`src/rtl/new_fsm.sv`:
```
// rtl/new_fsm.sv - SPGD iteration sequencer (+pert/settle/J+, -pert/settle/J-, U commit)
// Optional trigger synchronizer: define NEW_FSM_TRIG_SYNC_EN for a 2-flop TRIG_IN synchronizer.
module new_fsm #(
    parameter int unsigned SETTLE_CYCLES = 16
) (
    input  logic       adc_clk,
    input  logic       adc_rstn,
    input  logic       start,
    input  logic       TRIG_IN,
    output logic       FSM_JP_WRT,
    output logic       FSM_JM_WRT,
    output logic       FSM_U_WRT,
    output logic [1:0] FSM_DAC_SEL,
    output logic [5:0] FSM_STATE
);

    localparam logic [5:0] ST_IDLE   = 6'd0;
    localparam logic [5:0] ST_ARMED  = 6'd1;
    localparam logic [5:0] ST_SET_P  = 6'd2;
    localparam logic [5:0] ST_WRT_P  = 6'd3;
    localparam logic [5:0] ST_SET_M  = 6'd4;
    localparam logic [5:0] ST_WRT_M  = 6'd5;
    localparam logic [5:0] ST_UPDATE = 6'd6;
    localparam logic [5:0] ST_DONE   = 6'd7;

    localparam logic [15:0] CNT_LAST = 16'(SETTLE_CYCLES - 1);

    logic [5:0]  state;
    logic [5:0]  next_state;
    logic [15:0] cnt;
    logic        trig_q;
    logic        trig_q_d;
    logic        rise;
    logic [1:0]  dac_next;
    logic        jp_next;
    logic        jm_next;
    logic        u_next;

`ifdef NEW_FSM_TRIG_SYNC_EN
    logic trig_meta;

    always_ff @(posedge adc_clk or negedge adc_rstn) begin
        if (!adc_rstn) begin
            trig_meta <= 1'b0;
            trig_q    <= 1'b0;
            trig_q_d  <= 1'b0;
        end else begin
            trig_meta <= TRIG_IN;
            trig_q    <= trig_meta;
            trig_q_d  <= trig_q;
        end
    end
`else
    always_ff @(posedge adc_clk or negedge adc_rstn) begin
        if (!adc_rstn) begin
            trig_q   <= 1'b0;
            trig_q_d <= 1'b0;
        end else begin
            trig_q   <= TRIG_IN;
            trig_q_d <= trig_q;
        end
    end
`endif

    assign rise = trig_q & ~trig_q_d;

    // Outputs are decoded from next_state and registered with the state, so they
    // change on the same edge as FSM_STATE.
    always_ff @(posedge adc_clk or negedge adc_rstn) begin
        if (!adc_rstn) begin
            state       <= ST_IDLE;
            cnt         <= '0;
            FSM_DAC_SEL <= 2'b00;
            FSM_JP_WRT  <= 1'b0;
            FSM_JM_WRT  <= 1'b0;
            FSM_U_WRT   <= 1'b0;
        end else begin
            state       <= next_state;
            FSM_DAC_SEL <= dac_next;
            FSM_JP_WRT  <= jp_next;
            FSM_JM_WRT  <= jm_next;
            FSM_U_WRT   <= u_next;
            if ((state == ST_SET_P || state == ST_SET_M) && next_state == state) begin
                cnt <= cnt + 16'd1;
            end else begin
                cnt <= '0;
            end
        end
    end

    always_comb begin
        next_state = state;
        if (!start) begin
            next_state = ST_IDLE;
        end else begin
            case (state)
                ST_IDLE:   next_state = ST_ARMED;
                ST_ARMED:  if (rise) next_state = ST_SET_P;
                ST_SET_P:  if (cnt == CNT_LAST) next_state = ST_WRT_P;
                ST_WRT_P:  next_state = ST_SET_M;
                ST_SET_M:  if (cnt == CNT_LAST) next_state = ST_WRT_M;
                ST_WRT_M:  next_state = ST_UPDATE;
                ST_UPDATE: next_state = ST_DONE;
                ST_DONE:   next_state = ST_ARMED;
                default:   next_state = ST_IDLE;
            endcase
        end
    end

    always_comb begin
        dac_next = 2'b00;
        jp_next  = 1'b0;
        jm_next  = 1'b0;
        u_next   = 1'b0;
        case (next_state)
            ST_SET_P:  dac_next = 2'b01;
            ST_WRT_P:  begin dac_next = 2'b01; jp_next = 1'b1; end
            ST_SET_M:  dac_next = 2'b10;
            ST_WRT_M:  begin dac_next = 2'b10; jm_next = 1'b1; end
            ST_UPDATE: u_next = 1'b1;
            default:   dac_next = 2'b00;
        endcase
    end

    assign FSM_STATE = state;

endmodule

```
`config.mk`:
```
export PLATFORM = sky130hd
export DESIGN_NAME = new_fsm
export DESIGN_NICKNAME = d
export VERILOG_FILES = /design/src/rtl/new_fsm.sv
export SDC_FILE = /design/constraint.sdc
export NUM_CORES = 1
export LEC_CHECK = 0
export CAP_MARGIN = 20
export CORE_MARGIN = 2
export CORE_UTILIZATION = 54
export DETAILED_ROUTE_END_ITERATION = 10
export HOLD_SLACK_MARGIN = 0.1
export PLACE_DENSITY = 0.84
export SETUP_SLACK_MARGIN = 0.5
export SYNTH_ARGS = -nofsm -noshare
export SYNTH_HDL_FRONTEND = slang
export SYNTH_SLANG_ARGS = --single-unit
```
`constraint.sdc`:
```
create_clock -name adc_clk -period 2.4 [get_ports adc_clk]
set_input_delay 0.48 -clock adc_clk [delete_from_list [all_inputs] [get_ports adc_clk]]
set_output_delay 0.48 -clock adc_clk [all_outputs]
set_load 0.01 [all_outputs]
```
-- After elaboration in Yosys (flattened, before gate mapping)
Cells that the tools add are included.
- register bits after elaboration: 29
- input port bits: 4
- output and inout bits: 11
- logic and storage cells: 41
- add/subtract/negate cells: 1
- equal/unequal tests: 14
- multiplexer cells: 10
- bitwise operators: 2
- reduce and logical (&&, ||, !) cells: 6
- operators with widths (cell ; count):
    == test 6 x 3 -> 1 bit (second input constant) ; 7
    one-hot mux 6 bit (7 select lines) ; 1
    == test 6 x 2 -> 1 bit (second input constant) ; 4
    2-to-1 mux 6 bit ; 4
    adder 16 x 1 -> 16 bit (second input constant) ; 1
    == test 16 x 4 -> 1 bit (second input constant) ; 1
    2-to-1 mux 16 bit ; 1
    == test 6 x 1 -> 1 bit (second input constant) ; 1
    == test 6 bit ; 1
    logical NOT 6 bit ; 1
    OR reduction 2 bit ; 3
    one-hot mux 2 bit (2 select lines) ; 1
    2-to-1 mux 1 bit ; 3
    AND 1 bit ; 1
    logical AND 1 bit ; 1
    logical OR 1 bit ; 1
    inverter 1 bit ; 1

-- Depth between registers and ports, before layout
- word-level depth: 8
- mapped depth: 6
- depth with buffers taken out: 5

-- Worst setup path before layout
Ideal clock, no wire load.
- kind: flip-flop to flip-flop
- start: register cnt[5]
- end: register cnt[10]
- library setup time: 119 ps
- data arrival time: 1601 ps
- data required time: 2281 ps
- setup slack: 681 ps
- stages on the path, launching flop included: 6
- buffers on the path: 1
- clock period less this slack: 1719 ps
- cells stage by stage: dfrtp_1 -> or4_4 -> nor4_4 -> nand2b_2 -> buf_6 -> nor2_1
- cells in the longest elaborated chain, start to end: 7
- elaborated cells between the ends (all ways): 9
- those cells by class: add/sub (1); eq/ne (2); mux (5); reduce/logical (1)
- RTL lines (element ; RTL line ; text):
    start, declared ; 30 ; logic [15:0] cnt;
    start signal, assigned ; 84 ; cnt <= cnt + 16'd1;
    == test 16 x 4 -> 1 bit ; 99, 101 ;
    2-to-1 mux 6 bit, on equally long branches ; 101, 99 ;
    one-hot mux 6 bit (7 select lines) ; 96 ; case (state)
    2-to-1 mux 6 bit ; 93 ; if (!start) begin
    == test 6 bit ; 83 ; if ((state == ST_SET_P || state == ST_SET_M) && next_state == state) begin
    logical AND 1 bit ; 83 ;
    2-to-1 mux 16 bit * ; 83 ;
Mark *: on every way between the ends. The rest lies on a longest branch, timed or not.

-- Worst setup path in the final report
- start: register state[1] (netlist: FSM_STATE[1])
- end: output port FSM_STATE[1]
- RTL lines (element ; RTL line ; text):
    start, declared ; 28 ; logic [5:0] state;
    start signal, assigned ; 78 ; state <= next_state;
    end, declared ; 14 ; output logic [5:0] FSM_STATE
No word-level cell between the ends.

==> results.json <==
{
  "power_density_nw_per_um2": 532.7,
  "ant_nets": 0,
  "synthTopCellsByCount": "dfrtp_1 (29), nor2_1 (19), xnor2_1 (13), nand2_1 (10)",
  "grt_pass1_vias": 897,
  "cap_violations": 0,
  "h-tree-depth": 2,
  "drt_first_pass_iters": 4,
  "skew_ns": 0.01027,
  "worst_path_max_delay_cell": "clkdlybuf4s50_1",
  "wl_per_cell_um": 13.61,
  "synth_top_area_frac": 0.5648,
  "hold_start": "trig_q",
  "fmax_mhz": 548.9,
  "place_hpwl_mm": 1.608,
  "root_buffer": "clkbuf_4",
  "port_buffers": 14,
  "grt_start_max_net_pins": 30,
  "async_reset_ff_frac": 1.000,
  "fin_crit_sh": 0.7591,
  "core_area_um2": 2233,
  "grt_util_all_layers": 0.2135,
  "antenna_found_initial": 0,
  "rr_endpoint": "cnt[15]",
  "hold_end": "trig_q_d",
  "fin_tns_setup_ns": 0,
  "via_per_inst": 5.471,
  "status": "finished, final reports clean",
  "drt_iter0_drc": 18,
  "layout.cells.non_filler": 172,
  "drc": 0,
  "fin_nets": 149,
  "synth.largest_area_cell": "dfrtp_1",
  "p_leak_nw": 0.5772,
  "fillerInstances": 180,
  "finalSetupViolations": 0,
  "antenna_cells": 0,
  "worstSetupStartpoint": "FSM_STATE[1]",
  "cts_sinks": 29,
  "grt-ovfl-total": 0,
  "crit_type": "flip-flop to primary output",
  "clk_pin_slew_ns": 0.08,
  "die_area_um2": 2786,
  "synth_ff_type": "dfrtp_1",
  "wl_mm": 2.341,
  "fin_area_um2": 1526,
  "synth_most_common_cell": "dfrtp_1",
  "rows": 17,
  "cts_tree": "built",
  "worstPathArrival_ns": 1.34,
  "seq_area_frac_synth": 0.5648,
  "max_stage_delay_ns": 0.57,
  "drive_gt1_frac": 0.1181,
  "synth_area_leaders": "dfrtp_1 (56%), xnor2_1 (8.9%), nor2_1 (5.6%)",
  "synth_edf_count": 0,
  "whs_path_depth": 0,
  "syn_avg_cell_area_um2": 10.45,
  "place.gp.congestion": 0.8084,
  "grt_pass1_wl_mm": 4.015,
  "worstPathRequired_ns": 1.92,
  "clock_latency_ns": 0.32,
  "vdd_drop_max_mv": 0.4238,
  "r2r_start": "cnt[5]",
  "final_core_util": 0.6835,
  "path_cells": "clkdlybuf4s50_1",
  "post_dp_cell_area_um2": 1451,
  "syn_inst": 123,
  "cp-end-kind": "primary output",
  "place_inst": 164,
  "rrSetupSlack_ns": 0.60,
  "syn_area_um2": 1285,
  "pin_count": 15,
  "slew_viol_final": 0,
  "whs_ns": 0.3789,
  "ys_types": 28,
  "clk_path_buf_depth": 2,
  "hold_viol": 0,
  "fp.dieH_um": 52.78,
  "cts_made_buffers": 5,
  "start_kind": "flip-flop",
  "crit_fanout": 8,
  "ys_ff_latch": 29,
  "fin_crit_ns": 1.822,
  "start_util": 0.5753,
  "yosysWarnings": 0,
  "dieWidth_um": 52.78,
  "num_vias": 941,
  "grt_setup_unrepaired": "no",
  "path_delay_family": "buffers and inverters",
  "ff2ff_path_depth": 4,
  "areaGrowthSynthToFinish_pct": 18.79,
  "path_buf_inv": 1,
  "worstHoldPathType": "flip-flop to flip-flop"
}
worst reg2reg max path, stage by stage (launching register included):
cell      delay, ns
dfrtp_1        0.42
or4_4          0.57
nor4_4         0.33
nand2b_4       0.28
nor2_1         0.08
registers in the layout, indices dropped and copies added, names as in the netlist:
| register | count |
|---|---|
| FSM_STATE | 6 |
| trig_q | 1 |
| trig_q_d | 1 |
| FSM_JP_WRT | 1 |
| FSM_JM_WRT | 1 |
| FSM_U_WRT | 1 |
| cnt | 16 |
| FSM_DAC_SEL | 2 |
how the worst max path moves through the flow:
stage,slack [ns],to,cells after the start
after floorplan,0.68,cnt[10],5
after global placement,0.20,cnt[15],5
after detailed placement,0.14,cnt[15],5
after CTS,0.52,cnt[15],4
after global routing,0.51,FSM_STATE[1],1
final,0.58,FSM_STATE[1],1
cell type report:
cell class	count	area, um2	share of cell area
Sequential cell	29	729.5	0.4779
Multi-Input combinational cell	87	533.0	0.3492
Timing Repair Buffer	16	155.1	0.1016
Clock buffer	7	55.05	0.03607
Tap cell	28	35.03	0.02295
Inverter	5	18.77	0.01230
what timing repair did:
action                     4_1_cts  5_1_grt
resized for setup                4        1
setup endpoints to repair        5       15
hold buffers                     0        0
setup buffers                    0        1
logic make-up after synthesis:
family / after synthesis / share of synthesized area
buffers and inverters: 9 / 0.03311
AND/OR/NAND/NOR: 60 / 0.2522
other: 1 / 0.002918
AO/OA/AOI/OAI: 9 / 0.04187
adder cells (fa/ha/maj): 1 / 0.009736
flip-flops: 29 / 0.5648
XOR/XNOR: 14 / 0.09543
where the power goes:
| group | internal [mW] | switching [mW] | leakage, nW |
|---|---|---|---|
| Clock | 0.138 | 0.151 | 0.0314 |
| Sequential | 0.493 | 0.00294 | 0.389 |
| Combinational | 0.0123 | 0.0155 | 0.157 |
| Total | 0.643 | 0.170 | 0.577 |
routing by layer:
metal,routed length [um],share of wire,vias to the layer above,track usage
met3,125,0.053,4,0.08571
met2,1225,0.52,27,0.3229
met5,0,0,-,0
met4,45,0.019,0,0.1368
li1,-,-,456,-
met1,945,0.40,454,0.2495
cells in the final DEF, fill, tap and decap left out, types with 2 or more instances in the layout:
cell type        Yosys  final
dfrtp_1             29     26
nor2_1              19     19
clkdlybuf4s50_1      0     14
xnor2_1             13     13
nand2_1             10     10
nand3_1              5      5
inv_1                5      5
nor4_1               5      5
clkbuf_4             0      5
nor2b_1              4      4
a21oi_1              4      4
nor3_1               4      4
dfrtp_2              0      3
conb_1               1      3
nand4_1              3      3
or4_1                2      2
a211oi_1             2      2
o21ai_0              2      2
or3_1                2      2
buf_4                0      2
per-stage QoR:
step | setup WS, ns | total power [mW]
floorplan | 0.6807 | 0.5108
global placement | 0.1977 | 0.5321
detailed placement | 0.1388 | 0.5334
CTS | 0.5232 | 0.8287
global route | 0.5138 | 0.8535
finish | 0.5783 | 0.8131
No activity file was read; power rests on OpenSTA's default activity.
